File: src/rtl/imem_arbiter_if.sv
// Shared instruction-memory bus bundle: fetch read port, loader write port,
// single-port memory interface and boot status. slave = arbiter side.
interface imem_arbiter_if #(
  parameter int IMEM_DEPTH = 14
) ();
  // Fetch stage
  logic                  fetch_req;
  logic [IMEM_DEPTH-1:0] fetch_addr;
  logic                  fetch_gnt;
  logic                  fetch_valid;
  logic [15:0]           fetch_inst;

  // Program loader
  logic                  load_req;
  logic [IMEM_DEPTH-1:0] load_addr;
  logic [15:0]           load_data;
  logic                  load_done;
  logic                  load_gnt;

  // Memory port
  logic [IMEM_DEPTH-1:0] mem_addr;
  logic                  mem_we;
  logic [15:0]           mem_wdata;
  logic [15:0]           mem_rdata;

  logic                  booting;

  modport slave (
    input  fetch_req, fetch_addr,
    output fetch_gnt, fetch_valid, fetch_inst,
    input  load_req, load_addr, load_data, load_done,
    output load_gnt,
    output mem_addr, mem_we, mem_wdata,
    input  mem_rdata,
    output booting
  );

  modport master (
    output fetch_req, fetch_addr,
    input  fetch_gnt, fetch_valid, fetch_inst,
    output load_req, load_addr, load_data, load_done,
    input  load_gnt,
    input  mem_addr, mem_we, mem_wdata,
    output mem_rdata,
    input  booting
  );
endinterface

File: src/rtl/imem_arbiter.sv
// Single-port instruction memory arbiter: grants same cycle, read data one cycle later.
// Loader-priority with bounded fetch starvation; fetch blocked until the boot image completes.
module imem_arbiter #(
  parameter int IMEM_DEPTH     = 14,
  parameter int MAX_LOAD_BURST = 4
) (
  input  logic           clk,
  input  logic           rst,
  imem_arbiter_if.slave  bus
);

  typedef enum logic {
    BOOT = 1'b0,
    RUN  = 1'b1
  } state_e;

  localparam logic [3:0] BURST_MAX = 4'(MAX_LOAD_BURST);

  state_e                state_q, state_d;
  logic [3:0]            burst_cnt_q, burst_cnt_d;
  logic                  fetch_valid_q, fetch_valid_d;
  logic [15:0]           inst_hold_q, inst_hold_d;

  logic                  fetch_wins;
  logic                  fetch_gnt;
  logic                  load_gnt;
  logic [IMEM_DEPTH-1:0] mem_addr;
  logic [15:0]           fetch_inst;

  // Arbitration, burst tracking and next-state logic.
  always_comb begin
    state_d       = state_q;
    burst_cnt_d   = burst_cnt_q;
    fetch_wins    = 1'b0;
    fetch_gnt     = 1'b0;
    load_gnt      = 1'b0;
    mem_addr      = bus.fetch_addr;
    fetch_valid_d = 1'b0;
    inst_hold_d   = inst_hold_q;
    fetch_inst    = inst_hold_q;

    case (state_q)
      BOOT: begin
        load_gnt = bus.load_req;
        if (bus.load_done) begin
          state_d = RUN;
        end
      end
      RUN: begin
        fetch_wins = bus.fetch_req &&
                     (!bus.load_req || (burst_cnt_q == BURST_MAX));
        fetch_gnt  = fetch_wins;
        load_gnt   = bus.load_req && !fetch_wins;
      end
      default: begin
        state_d = BOOT;
      end
    endcase

    // Counts loader wins that a waiting fetch has had to sit through.
    if (!bus.fetch_req || fetch_gnt) begin
      burst_cnt_d = 4'd0;
    end else if (load_gnt && (burst_cnt_q < BURST_MAX)) begin
      burst_cnt_d = burst_cnt_q + 4'd1;
    end

    if (load_gnt) begin
      mem_addr = bus.load_addr;
    end

    fetch_valid_d = fetch_gnt;
    if (fetch_valid_q) begin
      inst_hold_d = bus.mem_rdata;
      fetch_inst  = bus.mem_rdata;
    end
  end

  always_ff @(posedge clk) begin
    if (rst) begin
      state_q       <= BOOT;
      burst_cnt_q   <= 4'd0;
      fetch_valid_q <= 1'b0;
      inst_hold_q   <= 16'h0000;
    end else begin
      state_q       <= state_d;
      burst_cnt_q   <= burst_cnt_d;
      fetch_valid_q <= fetch_valid_d;
      inst_hold_q   <= inst_hold_d;
    end
  end

  // Write enable is deliberately not gated by rst: a write in the reset cycle still lands.
  assign bus.fetch_gnt   = fetch_gnt;
  assign bus.load_gnt    = load_gnt;
  assign bus.mem_addr    = mem_addr;
  assign bus.mem_we      = load_gnt;
  assign bus.mem_wdata   = bus.load_data;
  assign bus.fetch_valid = fetch_valid_q;
  assign bus.fetch_inst  = fetch_inst;
  assign bus.booting     = (state_q == BOOT);

endmodule

File: src/flat_wrapper.sv
// flat-port wrapper written by rule: the top's interface ports become plain ports
module imem_arbiter_flat 
#(
  parameter int IMEM_DEPTH     = 14,
  parameter int MAX_LOAD_BURST = 4
)
  (clk, rst, bus_fetch_req, bus_fetch_addr, bus_fetch_gnt, bus_fetch_valid, bus_fetch_inst, bus_load_req, bus_load_addr, bus_load_data, bus_load_done, bus_load_gnt, bus_mem_addr, bus_mem_we, bus_mem_wdata, bus_mem_rdata, bus_booting);
  imem_arbiter_if #(.IMEM_DEPTH(IMEM_DEPTH)) bus_i ();
  input  logic clk;
  input  logic rst;
  input wire logic [$bits(bus_i.fetch_req)-1:0] bus_fetch_req;
  input wire logic [$bits(bus_i.fetch_addr)-1:0] bus_fetch_addr;
  output wire logic [$bits(bus_i.fetch_gnt)-1:0] bus_fetch_gnt;
  output wire logic [$bits(bus_i.fetch_valid)-1:0] bus_fetch_valid;
  output wire logic [$bits(bus_i.fetch_inst)-1:0] bus_fetch_inst;
  input wire logic [$bits(bus_i.load_req)-1:0] bus_load_req;
  input wire logic [$bits(bus_i.load_addr)-1:0] bus_load_addr;
  input wire logic [$bits(bus_i.load_data)-1:0] bus_load_data;
  input wire logic [$bits(bus_i.load_done)-1:0] bus_load_done;
  output wire logic [$bits(bus_i.load_gnt)-1:0] bus_load_gnt;
  output wire logic [$bits(bus_i.mem_addr)-1:0] bus_mem_addr;
  output wire logic [$bits(bus_i.mem_we)-1:0] bus_mem_we;
  output wire logic [$bits(bus_i.mem_wdata)-1:0] bus_mem_wdata;
  input wire logic [$bits(bus_i.mem_rdata)-1:0] bus_mem_rdata;
  output wire logic [$bits(bus_i.booting)-1:0] bus_booting;
  assign bus_i.fetch_req = bus_fetch_req;
  assign bus_i.fetch_addr = bus_fetch_addr;
  assign bus_fetch_gnt = bus_i.fetch_gnt;
  assign bus_fetch_valid = bus_i.fetch_valid;
  assign bus_fetch_inst = bus_i.fetch_inst;
  assign bus_i.load_req = bus_load_req;
  assign bus_i.load_addr = bus_load_addr;
  assign bus_i.load_data = bus_load_data;
  assign bus_i.load_done = bus_load_done;
  assign bus_load_gnt = bus_i.load_gnt;
  assign bus_mem_addr = bus_i.mem_addr;
  assign bus_mem_we = bus_i.mem_we;
  assign bus_mem_wdata = bus_i.mem_wdata;
  assign bus_i.mem_rdata = bus_mem_rdata;
  assign bus_booting = bus_i.booting;
  imem_arbiter #(.IMEM_DEPTH(IMEM_DEPTH), .MAX_LOAD_BURST(MAX_LOAD_BURST)) u_core (.clk(clk), .rst(rst), .bus(bus_i));
endmodule
File: config.mk
export PLATFORM = sky130hd
export DESIGN_NAME = imem_arbiter_flat
export DESIGN_NICKNAME = d
export VERILOG_FILES = /design/src/rtl/imem_arbiter_if.sv /design/src/rtl/imem_arbiter.sv /design/src/flat_wrapper.sv
export SDC_FILE = /design/constraint.sdc
export NUM_CORES = 1
export LEC_CHECK = 0
export ABC_AREA = 1
export ABC_CLOCK_PERIOD_IN_PS = 1500
export BUFFER_PORTS_ARGS = -buffer_cell sky130_fd_sc_hd__buf_2
export CAP_MARGIN = 20
export CORE_MARGIN = 3
export CORE_UTILIZATION = 37
export DETAILED_ROUTE_END_ITERATION = 8
export PLACE_DENSITY = 0.76
export SLEW_MARGIN = 20
export SYNTH_ARGS = -nofsm -noshare
export SYNTH_HDL_FRONTEND = slang
export SYNTH_SLANG_ARGS = --single-unit
File: constraint.sdc
create_clock -name clk -period 1.5 [get_ports clk]
set_input_delay 0.15 -clock clk [delete_from_list [all_inputs] [get_ports clk]]
set_output_delay 0.15 -clock clk [all_outputs]
set_load 0.03 [all_outputs]
Word-level counts from Yosys, hierarchy flattened
Cells that the tools add are included.
{"block": "word_totals", "mem_bits_ro": 0, "word_cells": 23, "ramBits": 0, "regBits": 22, "latchBits": 0, "input_bits": 65, "mem_count": 0}
{"block": "classes", "reduce_logical": 9, "multipliers": 0, "muxes": 6, "eq_ne": 1, "bitwise": 1, "div": 0, "addsub": 1, "n_lt_le_gt_ge": 1, "shifts": 0}
{"cell": "$mux W16", "n": 1}
{"cell": "$mux W14", "n": 1}
{"cell": "$add A4 B1 Y4 const B", "n": 1}
{"cell": "$eq A4 B3 Y1 const B", "n": 1}
{"cell": "$lt A4 B3 Y1 const B", "n": 1}
{"cell": "$logic_and A1 B1 Y1", "n": 3}
{"cell": "$logic_not A1 Y1", "n": 3}
{"cell": "$mux W1", "n": 3}
{"cell": "$logic_or A1 B1 Y1", "n": 2}
{"cell": "$pmux W1 S2", "n": 1}
{"cell": "$reduce_or A2 Y1", "n": 1}
{"cell": "$not A1 Y1", "n": 1}

Logic depth before layout (Yosys ltp)
Gate-level depths: netlist (run 1).
{"block": "depth", "depth_word": 7, "depth_mapped": 8}

Least setup slack after synthesis (run 1)
Ideal clock, no wire load.
{"block": "synth_path", "path_type": "reg-to-output", "from": "register u_core.burst_cnt_q[0]", "to": "output bus_mem_we", "t_arrival_ns": 1.301, "slack_ns": 0.049, "stages_incl_launch_ff": 8, "path_cell_list": "dfxtp_1 -> inv_1 -> ha_1 -> nand3_2 -> o21ai_4 -> buf_6 -> inv_1 -> buf_4"}
{"block": "synth_between", "elab_chain_len": 6}
{"item": "start, declared", "line": "imem_arbiter.sv:20", "text": "logic [3:0] burst_cnt_q, burst_cnt_d;"}
{"item": "start signal, assigned", "line": "imem_arbiter.sv:86", "text": "burst_cnt_q <= burst_cnt_d;"}
{"item": "$eq A4 B3 Y1", "line": "imem_arbiter.sv:51", "text": "(!bus.load_req || (burst_cnt_q == BURST_MAX));"}
{"item": "$logic_or A1 B1 Y1", "line": "imem_arbiter.sv:51"}
{"item": "$logic_and A1 B1 Y1", "line": "imem_arbiter.sv:50", "text": "fetch_wins = bus.fetch_req &&"}
{"item": "$logic_not A1 Y1", "line": "imem_arbiter.sv:53", "text": "load_gnt = bus.load_req && !fetch_wins;"}
{"item": "$logic_and A1 B1 Y1", "line": "imem_arbiter.sv:53"}
{"item": "$pmux W1 S2", "line": "imem_arbiter.sv:42", "text": "case (state_q)"}
{"item": "end, declared", "line": "flat_wrapper.sv:22", "text": "output wire logic [$bits(bus_i.mem_we)-1:0] bus_mem_we;"}
Every way passes these cells.

Worst setup path in the final report (run 1)
{"block": "layout_path", "from": "register u_core.burst_cnt_q[1]", "to": "output bus_mem_addr[3]"}
{"block": "layout_between", "elab_chain_len": 7}
{"item": "$eq A4 B3 Y1", "line": "imem_arbiter.sv:51"}
{"item": "$logic_or A1 B1 Y1", "line": "imem_arbiter.sv:51"}
{"item": "$logic_and A1 B1 Y1", "line": "imem_arbiter.sv:50"}
{"item": "$logic_not A1 Y1", "line": "imem_arbiter.sv:53"}
{"item": "$logic_and A1 B1 Y1", "line": "imem_arbiter.sv:53"}
{"item": "$pmux W1 S2", "line": "imem_arbiter.sv:42"}
{"item": "$mux W14", "line": "imem_arbiter.sv:67", "text": "if (load_gnt) begin"}
{"item": "end, declared", "line": "flat_wrapper.sv:21", "text": "output wire logic [$bits(bus_i.mem_addr)-1:0] bus_mem_addr;"}
Every way passes these cells.

==> metrics.cfg, run 1 <==
[pwr]
vdd_drop_max_mv = 0.3700
powerDensity_nw_per_um2 = 671.7
leakagePower_uw = 0.001066

[critical_path]
cp_max_fo = 8
critPathKind = reg -> out
end_kind = output port
worst_ep_required_time_ns = 1.35
critPathLaunchType = flip-flop
cp.arrival_ns = 1.52

[floorplan]
coreArea_sq_um = 3153
die_w_um = 64.36
dieArea_sq_um = 4142
ios = 116
start_util_pct = 39.96
num_rows = 20
die_h_um = 64.36

[synthesis]
synth_compound_area_share_pct = 7.646
muxShareOfSynthArea_pct = 0
ys_ff_latch = 22
synth_xor_area_share_pct = 0
yosysSeqAreaShare_pct = 34.96
synth_area_per_cell_sq_um = 6.562
synth_area_leaders = dfxtp_1, nand2_1, buf_4, a21oi_1, nand3_1
synth_cells = 192
yosysWarnings = 0
yosys.area_share.simple_pct = 35.95
netlist.area_leader.share_pct = 34.96
synth_largest_area_cell = dfxtp_1
synth_nets = 259
netlist_area_sq_um = 1260
synth_top_family_by_area = simple AND/OR/NAND/NOR gates
ys_types = 15
synth_adder_area_share_pct = 1.986

[detailed_routing]
dr.pass1.iters = 4
routed_wl_mm = 3.360
vias = 1365
routedWlPerCell_um = 10.91
drt-initial-drc-count = 33
drc_errors = 0
ant_nets = 0
viasPerCell = 4.432

[sta]
setup_viol_count_final = 17
hold_viol = 0
period_minus_slack_ns = 1.666
slew-limit-headroom_pct = 86.24
skew_ns = 0.004049
timing.final.crit_share_pct = 111.1
rsz0062_at_grt = true
fmax_ghz = 0.6003
worst_slack_ns = -0.1658
tightest_slew_ns = 0.2065
finalMaxSlewViolations = 0

[final_layout]
layout_commonest_cell = nand2_1
synthToLayoutAreaGrowth_pct = 50.25
diodes = 0
layout_common_cells = nand2_1, buf_2, dfxtp_1
stdcell_count = 308
drive_gt1_share_pct = 49.62
finalNetCount = 333
fin_area_sq_um = 1893

[placement]
routabilityCongestion = 0.6944
dpl-instance-area_sq_um = 1572
hpwl_mm = 2.309
port_buffers = 83
placed_cells = 298

[job]
maxCapViolCount = 0

[grt]
grt_pass1_vias = 1340
grt_max_degree = 17
grt.total_usage_pct = 15.95
grt_remaining_overflow = 0
grt_first_pass_wirelength_mm = 5.444
antenna_found_initial = 0

[clock_tree]
cts_tree = done
cts.clk_slew.worst_paths_ns = 0.11
cts_made_buffers = 3
cts.path.max_buffers = 2
clk_latency_ns = 0.29
htreeDepth = 1
cts_sinks = 22
root_buffer = clkbuf_4

[status]
outcome = finished with violations
violations = negative setup slack

[worst_hold_path]
holdCritPathClass = in -> reg

## where the power goes
group	internal [uW]	switching [uW]	leakage, uW
clock network	93.4	157	0.0000138
logic	184	236	0.000873
registers	594	6.06	0.000180
total	872	400	0.00107
## logic make-up (layout without fill, tap and decap cells)
| group | after synthesis | in the layout |
|---|---|---|
| simple gates | 112 | 112 |
| buf+inv | 39 | 111 |
| flops | 22 | 22 |
| compound gates | 17 | 17 |
| fa+ha+maj | 2 | 2 |
## per-stage QoR
step | util (%) | total power, uW | hold WS, ns | setup slack [ns] | setup TNS [ns]
3_5_place_dp | 49.84 | 936.6 | 0.3002 | 0.003267 | 0
3_3_place_gp | 49.84 | 933.3 | 0.3002 | 0.03412 | 0
5_1_grt | 60.04 | 1338 | 0.05265 | -0.2736 | -4.172
6_report | 60.04 | 1272 | 0.06681 | -0.1658 | -2.522
4_1_cts | 57.14 | 1259 | 0.05641 | -0.1768 | -2.560
2_1_floorplan | - | 898.9 | 0.2658 | 0.04905 | 0
## cell usage after synthesis
master / number
inv_1: 11
nand3b_1: 1
nand2_2: 2
a21oi_1: 16
o21ai_4: 1
nand3_1: 14
inv_2: 2
ha_1: 2
nand3_2: 1
dfxtp_1: 22
nor2_1: 12
buf_6: 3
nand2_1: 82
buf_4: 19
buf_2: 4
## routing by layer
layer	share of wire (%)	vias up	track usage, %
met4	1.0	0	6.069
met1	40	592	17.27
li1	-	720	-
met3	7.6	4	4.218
met2	52	49	29.25
met5	0	-	0
## worst max-delay path: stages, from the launching register on
cell	delay [ns]
dfxtp_2	0.36
inv_2	0.05
ha_4	0.15
nand3_4	0.07
nand2_2	0.07
nand2_4	0.10
buf_8	0.14
nand3_1	0.07
nand2_1	0.08
buf_6	0.13
## layout make-up
type | instances | area (sq um)
clock buffers | 3 | 22.52
fillers | 301 | 1260
inverters | 13 | 51.30
multi-input cells | 131 | 669.4
flip-flops and latches | 22 | 446.7
well taps | 44 | 55.05
repair buffers | 95 | 648.1
## registers in the layout, summed over array words and instances, names as in the netlist
register / flops
u_core.burst_cnt_q: 4
u_core.bus.fetch_valid: 1
u_core.inst_hold_q: 16
u_core.state_q: 1
## worst paths after layout
path              slack (ns)                                  to  cells past startpoint                          startpoint
setup / recovery       -0.17                     bus_mem_addr[3]                      9  u_core.burst_cnt_q[1]$_SDFFE_PP0P_
hold reg to reg         0.47    u_core.inst_hold_q[4]$_SDFF_PP0_                      2    u_core.inst_hold_q[4]$_SDFF_PP0_
setup reg to reg        0.08  u_core.burst_cnt_q[0]$_SDFFE_PP0P_                     10  u_core.burst_cnt_q[0]$_SDFFE_PP0P_
hold / removal          0.07           u_core.state_q$_SDFF_PP0_                      3                       bus_load_done
## what timing repair did
action                                  in CTS  in global routing
endpoints found under the setup margin      20                 30
buffers inserted                             5                  2
pin swaps                                    2                  9
hold buffers                                 0                  0
gates resized for setup                     51                 22
Power figures use the tool's default switching activity.
==> inputs of run 2 (changes only) <==
- CORE_ASPECT_RATIO: unset -> 2
==> run 2 against run 1 <==
The flow still finishes with violations (negative setup slack). Cell area grew 2.7%. Final cell count shrank 4.2%. Register-to-register slack gained 0.04 ns. Worst hold slack gained 0.065 ns. Combinational power grew 4%. Critical endpoint is now bus_mem_addr[6]. Critical path type unchanged. Total power grew 25%. Non-clock buffer count shrank 1.
==> metrics.cfg, run 2 (synthesized netlist as in run 1, its figures left out) <==
[floorplan]
ios = 116  ; unchanged
dieArea_sq_um = 4184  ; +1.0%
start_util_pct = 39.02  ; -0.94 points
coreArea_sq_um = 3229  ; +2.4%
die_w_um = 47.27  ; -27%
die_h_um = 88.53  ; +38%
num_rows = 29  ; +45%

[grt]
grt_first_pass_wirelength_mm = 5.651  ; +3.8%
grt_pass1_vias = 1343  ; +0.22%
grt_remaining_overflow = 0  ; unchanged
antenna_found_initial = 0  ; unchanged
grt_max_degree = 19  ; +2
grt.total_usage_pct = 18.45  ; +2.5 points

[pwr]
powerDensity_nw_per_um2 = 815.1  ; +21%
p_total_uw = 1585  ; +25%
vdd_drop_max_mv = 0.5538  ; +50%
leakagePower_uw = 0.001092  ; +2.4%

[final_layout]
layout_commonest_cell = buf_2
fin_area_sq_um = 1944  ; +2.7%
register_area_sq_um = 442.9  ; -0.84%
largest_reg_flops = 16  ; unchanged
largest-register = u_core.inst_hold_q
num-fill-cells = 272  ; -9.6%
layout_common_cells = buf_2, nand2_1, nand2_2, buf_6, dfxtp_1
multi_input_area_sq_um = 706.9  ; +5.6%
fin_util_pct = 60.21  ; +0.17 points
diodes = 0  ; unchanged
synthToLayoutAreaGrowth_pct = 54.32
reg.largest.list = u_core.inst_hold_q (16), u_core.burst_cnt_q (4)
finalNetCount = 332  ; -0.30%
drive_gt1_share_pct = 52.65  ; +3.0 points

[sta]
timing.final.crit_share_pct = 111.1  ; about the same
skew_ns = 0.004454  ; +0.0004051 ns
setup_viol_count_final = 17  ; unchanged
fmax_ghz = 0.6000  ; about the same
period_minus_slack_ns = 1.667  ; +0.0009290 ns
tightest_slew_ns = 0.2681  ; +0.06162 ns
worst_slack_ns = -0.1667  ; -0.0009290 ns
whs_ns = 0.1318  ; +0.06503 ns
finalMaxSlewViolations = 0  ; unchanged
rsz0062_at_grt = true
hold_viol = 0  ; unchanged
slew-limit-headroom_pct = 82.10  ; -4.1 points

[critical_path]
regToRegStartpoint = u_core.burst_cnt_q[0]$_SDFFE_PP0P_
cp_max_fo = 8  ; unchanged
startpoint = u_core.burst_cnt_q[0]$_SDFFE_PP0P_
worst_ep_required_time_ns = 1.35  ; about the same
cp.arrival_ns = 1.52  ; about the same
critPathKind = reg -> out
critPathLaunchType = flip-flop
end_kind = output port

[job]
maxCapViolCount = 0  ; unchanged

[worst_hold_path]
holdCritPathClass = in -> reg
hold_start = bus_load_done

[clock_tree]
cts.path.max_buffers = 2  ; unchanged
cts_tree = done
clk_latency_ns = 0.26  ; -0.03 ns
cts_sinks = 22  ; unchanged
cts_made_buffers = 3  ; unchanged
htreeDepth = 1  ; unchanged
root_buffer = clkbuf_8
cts.clk_slew.worst_paths_ns = 0.08  ; -0.03 ns

[placement]
port_buffers = 83  ; unchanged
hpwl_mm = 2.306  ; about the same
dpl-instance-area_sq_um = 1548  ; -1.5%
routabilityCongestion = 0.8079  ; +16%
dp_worst_setup_slack_ns = -0.03120  ; -0.03446 ns

[status]
outcome = finished with violations
violations = negative setup slack

[detailed_routing]
ant_nets = 0  ; unchanged
drc_errors = 0  ; unchanged
drt-initial-drc-count = 11  ; -67%
routed_wl_mm = 3.804  ; +13%
viasPerCell = 4.871  ; +9.9%
routedWlPerCell_um = 12.89  ; +18%
dr.pass1.iters = 3  ; -1
vias = 1437  ; +5.3%

==> run 2: changes by cell type in the layout (fill, tap and decap cells not counted), sizes merged <==
cell / change
bufinv: +1
buf: -1
==> run 2: worst paths after layout <==
path / endpoint / slack, ns / cells past startpoint
worst max-delay path: bus_mem_addr[6] / -0.17 / 8
worst min-delay path: u_core.state_q$_SDFF_PP0_ / 0.13 / 3
worst max register to register: u_core.burst_cnt_q[1]$_SDFFE_PP0P_ / 0.12 / 9
worst min register to register: u_core.inst_hold_q[9]$_SDFF_PP0_ / 0.47 / 2
==> run 2: report_power, final <==
group          internal, uW  switching (uW)
clock                   356             190
combinational           186             252
sequential              595            5.70
total                  1140             448
==> run 2: worst max-delay path, stage by stage (launching register included) <==
cell	delay, ns
dfxtp_2	0.33
inv_2	0.07
ha_4	0.14
nand3_4	0.08
o21ai_4	0.19
buf_8	0.17
nand2_1	0.06
nand2_1	0.08
buf_6	0.13
==> run 2: area by class of cell <==
cell class	instances	area share, %
well taps	31	1.995
inverters	13	2.510
repair buffers	94	32.69
clock buffers	3	2.124
clock inverters	1	1.544
multi-input cells	131	36.36
flip-flops and latches	22	22.78
==> run 2: timing repair <==
action                                  4_1_cts  5_1_grt
hold buffers                                  0        0
pin swaps                                    18        6
gates cloned                                  1        0
endpoints found under the hold margin         0        0
endpoints found under the setup margin       17       17
gates resized for setup                      65       20
setup buffers                                 8        0
==> run 2: routing by layer <==
| metal | global-route usage, % | routed length, um |
|---|---|---|
| met5 | 0 | 0 |
| met4 | 10.58 | 93 |
| met3 | 2.444 | 269 |
| met2 | 33.74 | 2132 |
| met1 | 18.15 | 1309 |
==> run 2: through the flow <==
step,setup TNS (ns),instances
6_report,-2.308,295
4_1_cts,-2.471,297
3_5_place_dp,-0.03361,284
3_3_place_gp,-0.0007778,284
5_1_grt,-3.527,295
2_1_floorplan,0,192
